`src/rtl/nway_cache_control.sv`:
```
// nway_cache_control: WAYS-way cache controller with per-set tree PLRU; NWAY_CACHE_PERF_EN builds hit/miss/writeback counters
module nway_cache_control #(
  parameter int WAYS = 4,
  parameter int SETS = 8
) (
  input  logic                    clk,
  input  logic                    rst,
  input  logic                    mem_read_i,
  input  logic                    mem_write_i,
  input  logic [$clog2(SETS)-1:0] set_idx_i,
  input  logic [WAYS-1:0]         hit_way_i,
  input  logic [WAYS-1:0]         valid_way_i,
  input  logic [WAYS-1:0]         dirty_way_i,
  input  logic                    pmem_resp_i,
  output logic                    mem_resp_o,
  output logic                    pmem_read_o,
  output logic                    pmem_write_o,
  output logic                    pmem_addr_sel_o,
  output logic                    data_in_sel_o,
  output logic [WAYS-1:0]         data_we_o,
  output logic [WAYS-1:0]         ld_tag_o,
  output logic [WAYS-1:0]         ld_valid_o,
  output logic [WAYS-1:0]         ld_dirty_o,
  output logic                    valid_in_o,
  output logic                    dirty_in_o,
  output logic [$clog2(WAYS)-1:0] victim_way_o,
  output logic [31:0]             hit_count_o,
  output logic [31:0]             miss_count_o,
  output logic [31:0]             wb_count_o
);
  localparam int WW = $clog2(WAYS);
  typedef enum logic [1:0] {IDLE, CHECK, WB, FILL} state_t;
  state_t state_q, state_d;
  logic [WW-1:0] victim_q, victim_d, hit_idx, free_idx, lru_idx, lru_n, upd_n;
  logic [WAYS-2:0] plru_q [SETS];
  logic [WAYS-2:0] plru_upd;
  logic [WAYS-1:0] vmask;
  logic free_any, hit, plru_we;
  assign hit = |hit_way_i;
  assign vmask = WAYS'(1) << victim_q;
  assign victim_way_o = victim_q;
  // Encode the hit way and find the lowest-index invalid way
  always_comb begin
    hit_idx = '0;
    free_idx = '0;
    free_any = 1'b0;
    for (int i = WAYS - 1; i >= 0; i--) begin
      if (hit_way_i[i]) hit_idx = WW'(i);
      if (!valid_way_i[i]) begin
        free_idx = WW'(i);
        free_any = 1'b1;
      end
    end
  end
  // Walk the tree for the PLRU victim and build the updated tree for the hit way
  always_comb begin
    lru_idx = '0;
    lru_n = '0;
    upd_n = '0;
    plru_upd = plru_q[set_idx_i];
    for (int l = 0; l < WW; l++) begin
      lru_idx[WW-1-l] = plru_q[set_idx_i][lru_n];
      lru_n = WW'(2 * int'(lru_n) + 1 + int'(plru_q[set_idx_i][lru_n]));
      plru_upd[upd_n] = ~hit_idx[WW-1-l];
      upd_n = WW'(2 * int'(upd_n) + 1 + int'(hit_idx[WW-1-l]));
    end
  end
  // Next state and Mealy outputs; reset forces every output to its default
  always_comb begin
    state_d = state_q;
    victim_d = victim_q;
    plru_we = 1'b0;
    mem_resp_o = 1'b0;
    pmem_read_o = 1'b0;
    pmem_write_o = 1'b0;
    pmem_addr_sel_o = 1'b1;
    data_in_sel_o = 1'b1;
    data_we_o = '0;
    ld_tag_o = '0;
    ld_valid_o = '0;
    ld_dirty_o = '0;
    valid_in_o = 1'b0;
    dirty_in_o = 1'b0;
    if (!rst) begin
      case (state_q)
        IDLE: state_d = (mem_read_i || mem_write_i) ? CHECK : IDLE;
        CHECK: begin
          if (hit) begin
            mem_resp_o = 1'b1;
            plru_we = 1'b1;
            state_d = IDLE;
            data_we_o = mem_write_i ? hit_way_i : '0;
            ld_dirty_o = mem_write_i ? hit_way_i : '0;
            dirty_in_o = mem_write_i;
          end else begin
            victim_d = free_any ? free_idx : lru_idx;
            state_d = (valid_way_i[victim_d] && dirty_way_i[victim_d]) ? WB : FILL;
          end
        end
        WB: begin
          pmem_write_o = 1'b1;
          pmem_addr_sel_o = 1'b0;
          ld_dirty_o = pmem_resp_i ? vmask : '0;
          state_d = pmem_resp_i ? FILL : WB;
        end
        FILL: begin
          pmem_read_o = 1'b1;
          data_in_sel_o = 1'b0;
          data_we_o = pmem_resp_i ? vmask : '0;
          ld_tag_o = pmem_resp_i ? vmask : '0;
          ld_valid_o = pmem_resp_i ? vmask : '0;
          ld_dirty_o = pmem_resp_i ? vmask : '0;
          valid_in_o = pmem_resp_i;
          state_d = pmem_resp_i ? CHECK : FILL;
        end
        default: state_d = IDLE;
      endcase
    end
  end
  // FSM state, registered victim and PLRU trees
  always_ff @(posedge clk) begin
    if (rst) begin
      state_q <= IDLE;
      victim_q <= '0;
      for (int s = 0; s < SETS; s++) plru_q[s] <= '0;
    end else begin
      state_q <= state_d;
      victim_q <= victim_d;
      if (plru_we) plru_q[set_idx_i] <= plru_upd;
    end
  end
`ifdef NWAY_CACHE_PERF_EN
  logic [31:0] hit_q, miss_q, wb_q;
  logic missed_q;
  // Count first-try hits, misses and writebacks; missed_q suppresses the post-fill hit
  always_ff @(posedge clk) begin
    if (rst) begin
      hit_q <= '0;
      miss_q <= '0;
      wb_q <= '0;
      missed_q <= 1'b0;
    end else if (state_q == CHECK) begin
      if (hit) begin
        hit_q <= hit_q + 32'(!missed_q);
        missed_q <= 1'b0;
      end else begin
        miss_q <= miss_q + 32'd1;
        wb_q <= wb_q + 32'(state_d == WB);
        missed_q <= 1'b1;
      end
    end
  end
  assign hit_count_o = hit_q;
  assign miss_count_o = miss_q;
  assign wb_count_o = wb_q;
`else
  assign hit_count_o = '0;
  assign miss_count_o = '0;
  assign wb_count_o = '0;
`endif
endmodule

```
`config.mk`:
```
export PLATFORM = sky130hd
export DESIGN_NAME = nway_cache_control
export DESIGN_NICKNAME = d
export VERILOG_FILES = /design/src/rtl/nway_cache_control.sv
export SDC_FILE = /design/constraint.sdc
export NUM_CORES = 1
export LEC_CHECK = 0
export CORE_ASPECT_RATIO = 0.9
export CORE_MARGIN = 2
export CORE_UTILIZATION = 34
export DETAILED_ROUTE_END_ITERATION = 16
export GPL_TIMING_DRIVEN = 0
export HOLD_SLACK_MARGIN = 0.03
export PLACE_DENSITY = 0.86
export SETUP_SLACK_MARGIN = 0.02
export SYNTH_ARGS = -nofsm -noshare
export SYNTH_HDL_FRONTEND = slang
export SYNTH_SLANG_ARGS = --single-unit
export TNS_END_PERCENT = 50
```
`constraint.sdc`:
```
create_clock -name clk -period 1.77 [get_ports clk]
set_input_delay 0.177 -clock clk [delete_from_list [all_inputs] [get_ports clk]]
set_output_delay 0.177 -clock clk [all_outputs]
set_load 0.01 [all_outputs]
```
==> results by group <==
Final layout
  • Non-filler instance count after layout: approximately 500
  • Fill cells: 576
  • Layout cells sized above 1: 0.423
  • Design Area, Final: around 0.0036 mm2
  • Layout Nets: 442
  • Area grow syn2layout: 52.9%
  • Ant diodes: 0

Setup path
  • Register-to-register setup slack: -0.08 ns
  • Crit Path Class: reg2reg
  • CP arrival: roughly 1.9 ns
  • Critical path peak fanout: 5
  • Reg2reg start: plru_q[6][1]$_SDFFCE_PN0P_
  • Crit start category: register
  • RR Endpoint: plru_q[6][1]$_SDFFCE_PN0P_
  • Endpoint type of the worst setup path: register
  • CP required: between 1.5 and 2 ns
  • R2r worst-path depth: 6

Global routing
  • Gr usage total: 0.145
  • Largest net degree at the start of global routing: 16
  • First-pass GRT wire length: 9090 um
  • Vias in the first global route: 1,892
  • Overflow after GRT: 0
  • Initial antenna violation count: 0

Min path
  • WHS Path Cells: 3
  • WHS Endpoint: plru_q[7][1]$_SDFFCE_PN0P_
  • Hold Crit Start: set_idx_i[1]
  • Hold Path Class: in2reg

Detailed routing
  • Vias/cell: 4.00
  • Number of routed nets with antenna violations: 0
  • DRC viols: 0
  • Vias: 2,046
  • Drt first pass iters: 4
  • WL/cell: 12.2 um
  • Initial drt markers: 120
  • Total Wirelength: between 6000 and 7000 um

Timing
  • Period utilization: 1.05
  • Final WS setup: -0.0813 ns
  • Fin. Hold Viols: 0
  • Fin crit period: between 1.5 and 2 ns
  • Post-Route Skew: about 0.0019 ns
  • Count of final setup violators: 16
  • RSZ-0062 raised after global routing: true
  • Final setup TNS: -0.762 ns
  • Max-slew violation count: 0
  • F_max: approximately 540 MHz

Pwr
  • Logic pwr share: 0.340
  • P_sw: 513 uW
  • Cell area power density: 473 mW/mm2
  • Leak: between 0.0015 and 0.002 uW
  • Pint: 1190 uW
  • Reg power frac: 0.451
  • Max VDD drop: 0.288 mV
  • Clock share of power: 0.208
  • Switching Share: 0.301

Clocking
  • Clock sinks: 28
  • CTS Buffer Depth: 2
  • Hold_buf cts: 0
  • Clock-pin slew on the worst setup and hold paths: approximately 0.09 ns
  • Total CTS buffers: 3
  • CTS H-tree lvls: 1
  • Clk_lat worst skew: 0.27 ns
  • CTS tree: built
  • Clk root buf: clkbuf_8

Flow run
  • Max cap viols: 0

Synthesis
  • Syn Inst Count: 262
  • Unique masters post-synth: 34
  • Yosys reg bits: 28
  • Yosys Warn Count: 0
  • Post-Syn Area: 0.00235 mm2
  • Synthesized area per cell: 8.99 um2
  • Sequential-to-total area share from yosys stat: 0.340

Die
  • Die Y: 83.0 um
  • I/O pin total: ~140
  • # rows: 28
  • Die W: 91.7 um
  • Die ar.: about 0.0076 mm2
  • Starting Density: 0.354
  • Core Area: about 0.0067 mm2

Status
  • Status: finished with violations
  • Failing checks: negative setup slack

Placed design
  • Dpl hpwl: 4360 um
  • Placed cells: 488
  • GP Congestion: 0.816
  • Dpl ws: -0.857 ns
  • Buffers on Ports: 41
  • Cell Area, Placed: approximately 0.0032 mm2
[sequential cells by signal, indices dropped and copies added, names as in the netlist]
| name | flops |
|---|---|
| plru_q | 24 |
| victim_way_o | 2 |
| state_q | 2 |
[cells in the mapped netlist]
library cell	count	area share
buf_4	100	0.32
nor2_1	32	0.051
edfxtp_1	24	0.31
nand2_1	19	0.030
nand2b_1	14	0.037
o21ai_0	8	0.017
inv_1	7	0.011
mux2i_1	7	0.030
a21oi_1	6	0.013
mux4_2	5	0.048
dfxtp_1	4	0.034
a211oi_1	3	0.0096
nand3_1	3	0.0064
nor2b_1	3	0.0080
nor3_1	3	0.0064
and2_2	2	0.0064
clkbuf_1	2	0.0032
nand4_1	2	0.0053
nor4_1	2	0.0053
o211ai_1	2	0.0064
a21o_1	1	0.0032
a21oi_2	1	0.0037
a311o_1	1	0.0043
a31oi_1	1	0.0027
and2_1	1	0.0027
buf_2	1	0.0021
buf_6	1	0.0048
conb_1	1	0.0016
mux2_4	1	0.0064
nor3b_1	1	0.0032
o21a_1	1	0.0032
o31ai_1	1	0.0032
or3_1	1	0.0027
or3b_2	1	0.0037
[repair_timing]
item                       in CTS  in global routing
setup endpoints to repair      74                 42
pin swaps                       6                  5
resized for setup              68                 43
setup buffers                  13                  6
[routing by layer]
| layer | up-vias | part of all wire | GRT usage |
|---|---|---|---|
| met1 | 939 | 0.35 | 0.152 |
| met4 | 0 | 0.012 | 0.0285 |
| met3 | 8 | 0.076 | 0.0309 |
| met5 | - | 0 | 0 |
| li1 | 999 | - | - |
| met2 | 100 | 0.56 | 0.294 |
[power groups by stage]
stage	Sequential, uW	Clock [uW]	Combinational [uW]
final	768	355	580
after global routing	771	377	623
after floorplan	769	0	392
after detailed placement	775	0	496
after CTS	767	352	521
after global placement	774	0	487
[worst max-delay path, stage by stage (launching register included)]
cell      delay [ns]
edfxtp_1        0.39
mux4_2          0.50
mux2i_2         0.23
o21ai_2         0.13
a21oi_4         0.17
buf_6           0.16
nor2_2          0.03
[through the flow]
step	hold slack, ns	util	power [uW]
4_1_cts	0.441	0.523	1640
2_1_floorplan	0.366	-	1160
6_report	0.436	0.541	1700
5_1_grt	0.463	0.541	1770
3_3_place_gp	0.486	0.487	1260
3_5_place_dp	0.506	0.487	1270
[cells in the final DEF, fill, tap and decap left out, drive strengths merged, types with 2 or more instances in the layout]
master         count
o21ai              8
conb              96
nand4              2
a21oi              7
nand2b            14
nand2             19
buf              129
a211oi             3
dfxtp              4
nand3              3
mux4               5
and2               3
o211ai             2
clkdlybuf4s15      2
nor2              32
mux2i              7
clkbuf             9
nor4               2
dlymetal6s2s       3
nor2b              3
clkdlybuf4s50     13
dlygate4sd2       12
inv                7
nor3               3
edfxtp            24
[worst max path at each step]
| stage | startpoint | endpoint | slack (ns) | cells past startpoint |
|---|---|---|---|---|
| floorplan | set_idx_i[0] | victim_way_o[0]$_SDFFE_PP0P_ | 0.02 | 6 |
| global placement | rst | ld_valid_o[0] | -0.81 | 6 |
| detailed placement | rst | ld_valid_o[0] | -0.86 | 6 |
| CTS | state_q[1]$_SDFF_PP0_ | ld_valid_o[1] | -0.14 | 5 |
| global route | plru_q[6][1]$_SDFFCE_PN0P_ | plru_q[1][1]$_SDFFCE_PN0P_ | -0.11 | 6 |
| finish | plru_q[6][1]$_SDFFCE_PN0P_ | plru_q[6][1]$_SDFFCE_PN0P_ | -0.08 | 6 |
[cell type report]
type                            instances  area, um2  share of cell area
Timing Repair Buffer                   60        507               0.141
Multi-Input combinational cell        218       1330               0.368
Tap cell                               90        113              0.0313
Clock buffer                            4       45.0              0.0125
Buffer                                104        777               0.216
Inverter                                7       26.3             0.00730
Sequential cell                        28        807               0.224
[cell families after synthesis]
group / Yosys count / synth area share
buf+inv: 111 / 0.340
compound gates: 25 / 0.0659
flops: 28 / 0.340
simple gates: 84 / 0.168
mux: 13 / 0.0840
other cells: 1 / 0.00159
Power figures use the tool's default switching activity.
